### config.mk
export PLATFORM = sky130hd
export DESIGN_NAME = main_counter_core
export DESIGN_NICKNAME = d
export VERILOG_FILES = /design/src/rtl/pwm_timer_pkg.sv /design/src/rtl/main_counter_term.sv /design/src/rtl/main_counter_core.sv
export SDC_FILE = /design/constraint.sdc
export NUM_CORES = 1
export LEC_CHECK = 0
export CAP_MARGIN = 10
export CORE_MARGIN = 1
export CORE_UTILIZATION = 39
export CTS_CLUSTER_DIAMETER = 120
export DETAILED_ROUTE_END_ITERATION = 7
export SLEW_MARGIN = 15
export SYNTH_ARGS = -nofsm -noshare
export SYNTH_HDL_FRONTEND = slang
export SYNTH_HIERARCHICAL = 1
export SYNTH_SLANG_ARGS = --single-unit
### constraint.sdc
create_clock -name slow_clk -period 3.2 [get_ports slow_clk]
set_input_delay 0.48 -clock slow_clk [delete_from_list [all_inputs] [get_ports slow_clk]]
set_output_delay 0.48 -clock slow_clk [all_outputs]
set_load 0.02 [all_outputs]
### src/rtl/pwm_timer_pkg.sv
// Shared constants for the PWM/timer peripheral: counter width, ctrl register
// bit positions and the mode / timer-mode encodings.
package pwm_timer_pkg;

   localparam int CNT_WIDTH = 16;

   localparam int CTRL_MODE  = 1;
   localparam int CTRL_EN    = 2;
   localparam int CTRL_TMODE = 3;

   localparam logic MODE_PWM    = 1'b1;
   localparam logic MODE_TIMER  = 1'b0;
   localparam logic TMR_CONT    = 1'b1;
   localparam logic TMR_ONESHOT = 1'b0;

endpackage

### src/rtl/main_counter_term.sv
// Terminal-count compare for the main counter: flags the terminal value for the
// current mode and supplies the wrapped/incremented next count.
module main_counter_term
   import pwm_timer_pkg::*;
#(
   parameter int WIDTH = CNT_WIDTH
) (
   input  logic [WIDTH-1:0] counter,
   input  logic [WIDTH-1:0] period_reg,
   input  logic             mode,
   output logic             at_term,
   output logic [WIDTH-1:0] cnt_next
);

   always_comb begin
      at_term = 1'b0;
      if (mode == MODE_PWM) begin
         // Periods 0 and 1 pin the count at 0; the guard also avoids underflow.
         if (period_reg > WIDTH'(1)) begin
            at_term = (counter >= (period_reg - WIDTH'(1)));
         end else begin
            at_term = 1'b1;
         end
      end else begin
         at_term = (counter >= period_reg);
      end
      cnt_next = at_term ? '0 : (counter + WIDTH'(1));
   end

endmodule

### src/rtl/main_counter_core.sv
// Shared up-counter for the PWM/timer peripheral on slow_clk.
// Optional wrap pulse output enabled by defining MAIN_COUNTER_WRAP_FLAG_EN.
module main_counter_core
   import pwm_timer_pkg::*;
#(
   parameter int WIDTH = CNT_WIDTH
) (
   input  logic             slow_clk,
   input  logic             rst,
   input  logic             sw_rst,
   input  logic             counter_en,
   input  logic             mode,
   input  logic             timer_mode,
   input  logic [WIDTH-1:0] period_reg,
`ifdef MAIN_COUNTER_WRAP_FLAG_EN
   output logic             wrap,
`endif
   output logic [WIDTH-1:0] counter
);

   logic [WIDTH-1:0] cnt_q, cnt_d;
   logic             armed_q, armed_d;
   logic             done_q, done_d;
   logic             at_term;
   logic [WIDTH-1:0] cnt_next;
`ifdef MAIN_COUNTER_WRAP_FLAG_EN
   logic             wrap_q, wrap_d;
`endif

   main_counter_term #(.WIDTH(WIDTH)) u_term (
      .counter    (cnt_q),
      .period_reg (period_reg),
      .mode       (mode),
      .at_term    (at_term),
      .cnt_next   (cnt_next)
   );

   always_comb begin
      cnt_d   = cnt_q;
      armed_d = armed_q;
      done_d  = done_q;
`ifdef MAIN_COUNTER_WRAP_FLAG_EN
      wrap_d  = 1'b0;
`endif
      if (sw_rst) begin
         cnt_d   = '0;
         armed_d = 1'b0;
         done_d  = 1'b0;
      end else if (counter_en) begin
         // Selecting continuous mode releases a finished one-shot.
         if (timer_mode == TMR_CONT) begin
            done_d = 1'b0;
         end
         if (mode == MODE_PWM) begin
            cnt_d   = cnt_next;
            armed_d = 1'b0;
`ifdef MAIN_COUNTER_WRAP_FLAG_EN
            wrap_d  = at_term;
`endif
         end else if (!armed_q) begin
            cnt_d   = '0;
            armed_d = 1'b1;
         end else if (done_q) begin
            cnt_d = '0;
         end else if (at_term) begin
            cnt_d = '0;
            if (timer_mode == TMR_ONESHOT) begin
               done_d = 1'b1;
            end
`ifdef MAIN_COUNTER_WRAP_FLAG_EN
            wrap_d = 1'b1;
`endif
         end else begin
            cnt_d = cnt_next;
         end
      end
   end

   always_ff @(posedge slow_clk) begin
      if (rst) begin
         cnt_q   <= '0;
         armed_q <= 1'b0;
         done_q  <= 1'b0;
`ifdef MAIN_COUNTER_WRAP_FLAG_EN
         wrap_q  <= 1'b0;
`endif
      end else begin
         cnt_q   <= cnt_d;
         armed_q <= armed_d;
         done_q  <= done_d;
`ifdef MAIN_COUNTER_WRAP_FLAG_EN
         wrap_q  <= wrap_d;
`endif
      end
   end

   assign counter = cnt_q;
`ifdef MAIN_COUNTER_WRAP_FLAG_EN
   assign wrap = wrap_q;
`endif

endmodule

# After elaboration in Yosys (flattened, before gate mapping)
# Cells that the tools add are included.
# totals
elab_cells	23
reg_bits	18
output_inout_bits	16
input_bits	22
# classes
muxes	14
reduce_logical	1
add_sub_neg	2
order_cmp	3
# ops
operator	count
$mux W16	5
$ge A16 B16 Y1	2
$add A16 B1 Y16 const B	1
$gt A16 B1 Y1 const B	1
$sub A16 B1 Y16 const B	1
$mux W1	9
$reduce_or A2 Y1	1

# Logic depth before layout (Yosys ltp)
# Gate-level depths: netlist of run 1.
# logic_depth
depth_word	9
ltp_mapped	15
ltp_nobuf	14

# By module
# The synthesis of run 1 kept the hierarchy.
# by_module_without_submodules
module	area_per_inst_um2	cells_per_inst	seq_area_each_um2	n_inst
main_counter_term	1450.1	194	0.0	1
main_counter_core	759.5	81	360.3	1

# Worst setup path after synthesis of run 1
# No wires, ideal clock.
# synth_timing
path_kind	input port to flip-flop
start	in period_reg[5]
end	reg cnt_q[1] (netlist: counter[1])
path_stages	15
arrival_time_ns	3.372
required_time_ns	3.133
setup_time_ns	0.067
slack_ns	-0.239
cell_sequence	or3_1 -> nor4_2 -> nand4_1 -> nor3_1 -> xnor2_1 -> ha_1 -> nand4_1 -> nor4_1 -> a2111oi_2 -> nand3_2 -> and2_2 -> nor3b_2 -> o21ai_2 -> buf_6 -> o21ai_2
# synth_between
elab_chain_cells	9
word_cells_on_any_way	11
# synth_lines
element	line	text
from (decl)	main_counter_core.sv:14	input logic [WIDTH-1:0] period_reg,
$sub A16 B1 Y16	main_counter_term.sv:20	at_term = (counter >= (period_reg - WIDTH'(1)));
$ge A16 B16 Y1	main_counter_term.sv:20	
$mux W1	main_counter_term.sv:19	if (period_reg > WIDTH'(1)) begin
$mux W1 (*)	main_counter_term.sv:17	if (mode == MODE_PWM) begin
net at_term	main_counter_core.sv:24	logic at_term;
$mux W16	main_counter_term.sv:27	cnt_next = at_term ? '0 : (counter + WIDTH'(1));
$mux W16	main_counter_core.sv:65	end else if (at_term) begin
$mux W16	main_counter_core.sv:63	end else if (done_q) begin
$mux W16	main_counter_core.sv:60	end else if (!armed_q) begin
$mux W16 (*)	main_counter_core.sv:54	if (mode == MODE_PWM) begin
to (signal assigned)	main_counter_core.sv:88	cnt_q <= cnt_d;
to (decl)	main_counter_core.sv:21	logic [WIDTH-1:0] cnt_q, cnt_d;
# The timed path passes the listed nets; every way through them passes the cells marked *.
# A chain may end at the register's enable or synchronous reset.

# Worst setup path in the final report of run 1
# layout_timing
start	in period_reg[7]
end	reg cnt_q[13] (netlist: counter[13])
# The elaborated chain is that of the path after synthesis.

==> metrics, run 1 <==
status=finished, violations left; violated checks=setup timing; via count=between 2000 and 2500; Synth top area share=19.8%; latest clock arrival within the worst-skew pair=0.25 ns; core area=~5500 sq um; period utilization=101%; GRT Max-Usage Layer=met2; GR Layer Usage met2=between 30% and 40%; area of the multi-input gates=approximately 1800 sq um; CTS root buffer=clkbuf_8; Synth cell types=43; initial antenna violation count=0; Port Buffers=37; Starting DRT DRC Count=71; leading post-synthesis cells by cell area=ha_1, dfxtp_1, xnor2_1; PwrDens=178 nW/um^2; Final HPWL DP=between 4 and 5 mm; RePlAce Congestion=0.848; # nets final=slightly above 400; register area=~360 sq um; leading area contributor after synthesis=ha_1; global route overflow=0; Antenna Violating Nets Remaining=0; worst hold path type=flip-flop to flip-flop; CTS Buf Count=3; flops & latches, synth=18; clock slew at reported path FFs=0.07 ns; max frequency=a little over 0.3 GHz; Horiz. Die Dim=a little under 80 microns; register area share after synthesis=between 15 and 20%; Req. time, crit path=3.39 ns; post-route cell area=approximately 3100 sq um; VDD IR max=between 150 and 200 uV; max-slew violations=0; Ys Warns=6; routed len/inst=~14 microns; largest net degree at the start of global routing=33; DR vias/cell=5.20; layout cells sized above 1=around 28%; WP data arrival=3.41 ns; Max-slew headroom=a little over half; startpoint types=input port; setup ws final=-0.0233 ns; worst slew pin tran=about 0.69 ns; gr usage total=between 20% and 30%; Layout Area Growth over Synthesis=40.5%; M3 GR Usage=1.43%; Worst Skew=approximately 0.0025 ns; Placement Cell Area=around 2900 sq um; crit-path max FO=7; Final Hold Viols=0; CTS tree=done; Setup Crit Path Kind=input port to flip-flop; unrepaired setup endpoints after global routing=true; Layout fillers=roughly 520; post-synth net total=332; CTS sink count=18; Post-Route WL=slightly below 6 mm; DRC Markers=0; final setup violating endpoints=12; die height=~77 microns; Mapped Cells=275; Cell Rows=27; die area=between 5000 and 6000 sq um; H-tree Lvls=1; CTS max path bufs=2; drt pass-1 iters=5; number of global-route vias before repair=about 2100; Cell Area, Synth=approximately 2200 sq um; synthesized area per cell=about 8.0 sq um; max-cap viol count=0; Async S/R FF share, synth=0%; Ports=38; ANT cells=0; first-pass GRT wire length=roughly 10 mm; CP Capture Type=flip-flop; P_leak=roughly 1.3 nW; met1 Use GR=roughly 28%; Initial Util=approximately two fifths; Post-synth EDFFs=0; Pwr Total=between 0.5 and 0.6 mW; Post-synth top flop=dfxtp_1; fin crit period=roughly 3.2 ns
==> cells in the mapped netlist (all sizes together), types with 2 or more instances <==
master / instances
a2111oi: 2
a211o: 2
a211oi: 5
a21o: 4
a21oi: 22
and3: 3
buf: 7
clkbuf: 2
dfxtp: 18
ha: 35
inv: 23
nand2: 26
nand3: 14
nand3b: 16
nand4: 9
nor2: 13
nor3: 9
nor3b: 2
nor4: 4
o21ai: 19
or3: 2
xnor2: 19
xor2: 9
==> through the flow <==
| step | utilization, % | cells | setup WS (ns) | setup TNS (ns) | hold WS (ns) |
|---|---|---|---|---|---|
| final | 56.7 | 423 | -0.0233 | -0.155 | 0.523 |
| after global routing | 56.7 | 423 | -0.279 | -4.51 | 0.584 |
| after CTS | 54.8 | 420 | -0.155 | -2.33 | 0.514 |
| after detailed placement | 53.5 | 416 | -0.655 | -10.23 | 0.504 |
| after global placement | 53.5 | 416 | -0.582 | -9.36 | 0.492 |
| after floorplan | - | 275 | -0.0857 | -0.857 | 0.462 |
==> state kept, by name (all words and copies together), names as in the netlist <==
signal	flops
armed_q	1
done_q	1
counter	16
==> layout make-up <==
class	count	share of cell area, %
flip-flops and latches	18	11.6
repair buffers	82	23.1
clock buffers	3	1.33
inverters	23	2.78
multi-input cells	225	58.3
well taps	72	2.90
==> cell usage in the layout, fill, tap and decap left out, drive strengths merged, types with 13 or more instances in the layout <==
cell type,count
xnor2,19
nand2,26
dfxtp,18
ha,35
a21oi,22
nor2,13
nand3,14
buf,48
clkdlybuf4s50,26
o21ai,19
inv,23
nand3b,16
==> worst paths after layout <==
kind | cells after the start | slack, ns | start | to
worst max-delay path | 16 | -0.02 | period_reg[7] | counter[13]
worst min-delay path | 2 | 0.52 | armed_q | armed_q
worst max register to register | 10 | 0.59 | counter[9] | counter[13]
worst min register to register | 2 | 0.52 | armed_q | armed_q
==> power by group <==
part	switching (mW)	leakage, nW	internal (mW)
combinational	0.0855	1.16	0.0821
sequential	0.000677	0.145	0.225
clock	0.0750	0.0216	0.0836
total	0.161	1.32	0.391
==> worst max-delay path: stages <==
cell and delay [ns]:
buf_6 0.09, or3_4 0.40, nor4_4 0.19, nand4_1 0.19, nor3_2 0.17, xnor2_1 0.16
ha_1 0.28, nand4_1 0.12, nor4_2 0.07, a2111oi_2 0.38, nand3_2 0.12, and2_4 0.17
nor3b_4 0.20, o21ai_4 0.09, buf_6 0.19, o21ai_2 0.10
==> metal layers <==
metal	wire length (microns)	share of wire, %
met1	2920	50
met2	2730	46
met3	172	2.9
met4	81	1.4
met5	0	0
==> cells by family after synthesis <==
| group | Yosys count | share of synthesized area [%] |
|---|---|---|
| XOR/XNOR | 28 | 11.1 |
| buffers and inverters | 32 | 7.30 |
| AO/OA/AOI/OAI | 59 | 19.9 |
| AND/OR/NAND/NOR | 103 | 25.5 |
| adder cells (fa/ha/maj) | 35 | 19.8 |
| flip-flops | 18 | 16.3 |
==> repair_timing <==
action	CTS	global route
gates cloned	0	0
pin swaps	27	22
resized for setup	33	19
hold buffers	0	0
setup endpoints to repair	17	17
setup buffers	1	3
No activity file was read; power rests on OpenSTA's default activity.
==> run 2: changes to the inputs <==
--- a/config.mk
+++ b/config.mk
@@ -10,7 +10,6 @@
 export CORE_UTILIZATION = 39
 export CTS_CLUSTER_DIAMETER = 120
 export DETAILED_ROUTE_END_ITERATION = 7
-export SLEW_MARGIN = 15
 export SYNTH_ARGS = -nofsm -noshare
 export SYNTH_HDL_FRONTEND = slang
 export SYNTH_HIERARCHICAL = 1
==> results of run 2 <==
Final layout, timing and power as in run 1 (identical DEF).
==> run 3: changes to the inputs <==
--- a/config.mk
+++ b/config.mk
@@ -6,9 +6,11 @@
 export NUM_CORES = 1
 export LEC_CHECK = 0
 export CAP_MARGIN = 10
+export CORE_ASPECT_RATIO = 0.8
 export CORE_MARGIN = 1
 export CORE_UTILIZATION = 39
 export CTS_CLUSTER_DIAMETER = 120
+export CTS_CLUSTER_SIZE = 10
 export DETAILED_ROUTE_END_ITERATION = 7
 export SYNTH_ARGS = -nofsm -noshare
 export SYNTH_HDL_FRONTEND = slang
==> run 3 against run 2 <==
The run now ends clean. Total power increased by 6.6%. Cell area increased by 1.9%. Die area about the same. Maximum frequency increased by 0.90%. Core utilization increased by 1.1 points.
==> metrics, run 3 (synthesis gave the netlist of run 1 again) <==
# nets final=411 (was 410); worst hold path type=flip-flop to flip-flop (unchanged); commonest non-fill, non-tap cell in the layout=buf_4 (unchanged); unrepaired setup endpoints after global routing=true (unchanged); startpoint types=input port (unchanged); Pwr Total=0.588 mW (was 0.552 mW); final setup violating endpoints=0 (was 12); Crit path largest cell delay=0.41 ns (was 0.40 ns); DRC Markers=0 (unchanged); crit-path max FO=8 (was 7); Cell Rows=24 (was 27); setup ws final=0.00550 ns (was -0.0233 ns); Crit. Startpoint=period_reg[7] (unchanged); reg2reg setup slack=0.51 ns (was 0.59 ns); RePlAce Congestion=0.801 (was 0.848); status=finished, final reports clean (was finished, violations left); clock slew at reported path FFs=0.07 ns (about the same); via count=2210 (was 2200); largest net degree at the start of global routing=33 (unchanged); CTS max path bufs=2 (unchanged); launch point of the worst reg-to-reg path=counter[0] (was counter[9]); Layout Utilization=57.9% (was 56.7%); Place WS=-0.652 ns (was -0.655 ns); worst hold start=armed_q (unchanged); routed len/inst=14.6 microns (was 14.0 microns); Initial Util=40.4% (about the same); Post-Route WL=6.29 mm (was 5.90 mm); initial antenna violation count=0 (unchanged); latest clock arrival within the worst-skew pair=0.26 ns (was 0.25 ns); max-slew violations=0 (unchanged); drt pass-1 iters=4 (was 5); Horiz. Die Dim=86.2 microns (was 77.3 microns); VDD IR max=140 uV (was 184 uV); PwrDens=186 nW/um^2 (was 178 nW/um^2); Final HPWL DP=4.67 mm (was 4.53 mm); Final Hold Viols=0 (unchanged); Ports=38 (unchanged); die area=5970 sq um (about the same); Starting DRT DRC Count=125 (was 71); CTS Buf Count=3 (unchanged); Layout Area Growth over Synthesis=43.1% (was 40.5%); DR vias/cell=5.13 (was 5.20); worst hold margin=0.500 ns (was 0.523 ns); WP data arrival=3.39 ns (was 3.41 ns); Req. time, crit path=3.40 ns (was 3.39 ns); P_leak=1.34 nW (was 1.32 nW); die height=69.3 microns (was 77.3 microns); max-cap viol count=0 (unchanged); CTS root buffer=clkbuf_8 (unchanged); commonest non-fill, non-tap cells in the layout=buf_4, ha_1, clkdlybuf4s50_1, nand2_1, inv_1 (unchanged); fin crit period=3.19 ns (was 3.22 ns); Worst Skew=0.00190 ns (was 0.00254 ns); first-pass GRT wire length=10.1 mm (was 9.89 mm); CTS sink count=18 (unchanged); CP Capture Type=flip-flop (unchanged); CP max stage cell=or3_4 (unchanged); ANT cells=0 (unchanged); global route overflow=0 (unchanged); worst path cell trace=buf_6 -> or3_4 -> nor4_4 -> buf_4 -> buf_4 -> nand3_4 -> xnor2_1 -> ha_1 -> nand4_1 -> nor4_4 -> a2111oi_4 -> nand3_2 -> and2_4 -> nor3b_2 -> o21ai_2 -> buf_6 -> o21ai_2 (was buf_6 -> or3_4 -> nor4_4 -> nand4_1 -> nor3_2 -> xnor2_1 -> ha_1 -> nand4_1 -> nor4_2 -> a2111oi_2 -> nand3_2 -> and2_4 -> nor3b_4 -> o21ai_4 -> buf_6 -> o21ai_2); layout cells sized above 1=29.5% (was 28.5%); Port Buffers=37 (unchanged); period utilization=99.8% (was 101%); Finished Layout Cells=431 (was 423); core area=5470 sq um (about the same); max frequency=0.313 GHz (was 0.310 GHz); Max-slew headroom=55.9% (was 54.1%); number of global-route vias before repair=2033 (was 2122); Placed Cells=421 (was 416); Antenna Violating Nets Remaining=0 (unchanged); H-tree Lvls=1 (unchanged); CTS tree=done (unchanged); Setup Crit Path Kind=input port to flip-flop (unchanged); CTS hold repair buffers=0 (unchanged); worst slew pin tran=0.659 ns (was 0.687 ns); max reg flops=16 (unchanged); gr usage total=21.1% (was 20.4%)
-- run 3: through the flow --
stage               TNS, ns  area [sq um]
floorplan            -0.857          2230
global placement      -9.08          2930
detailed placement   -10.45          2930
CTS                   -1.30          3030
global route          -1.83          3160
finish                    0          3160
-- run 3: timing repair --
action                                  4_1_cts  5_1_grt
pin swaps                                    36       27
setup buffers                                 2        4
endpoints found under the setup margin       17       17
resized for setup                            34       23
-- run 3: routing by layer --
layer,wire [microns],part of all wire [%],GRT usage (%),up-vias
met5,0,0,0,-
met4,8,0.13,1.11,0
met3,340,5.4,3.81,3
met2,2770,44,32.4,48
met1,3170,50,31.9,1018
li1,-,-,-,1141
-- run 3: cell type report --
class                      count  area [sq um]
multi-input combinational    225          1840
fill                         527          2300
inverter                      23          86.3
sequential                    18           360
timing repair buffer          83           727
clock buffer                   4          55.1
tap                           78          97.6
-- run 3: worst max-delay path: cells and delay by family --
family / cells / cell delay (ns)
XOR/XNOR: 1 / 0.13
adder cells (fa/ha/maj): 1 / 0.32
AO/OA/AOI/OAI: 3 / 0.50
AND/OR/NAND/NOR: 8 / 1.39
buffers and inverters: 4 / 0.57
-- run 3: where the power goes --
| part | internal, mW | switching [mW] |
|---|---|---|
| registers | 0.225 | 0.00149 |
| logic | 0.0819 | 0.0878 |
| clock network | 0.110 | 0.0825 |
-- run 3: final timing paths --
kind                     end  cells after the start
setup / recovery  counter[5]                     17
hold / removal       armed_q                      2
setup reg to reg  counter[5]                     11
hold reg to reg      armed_q                      2
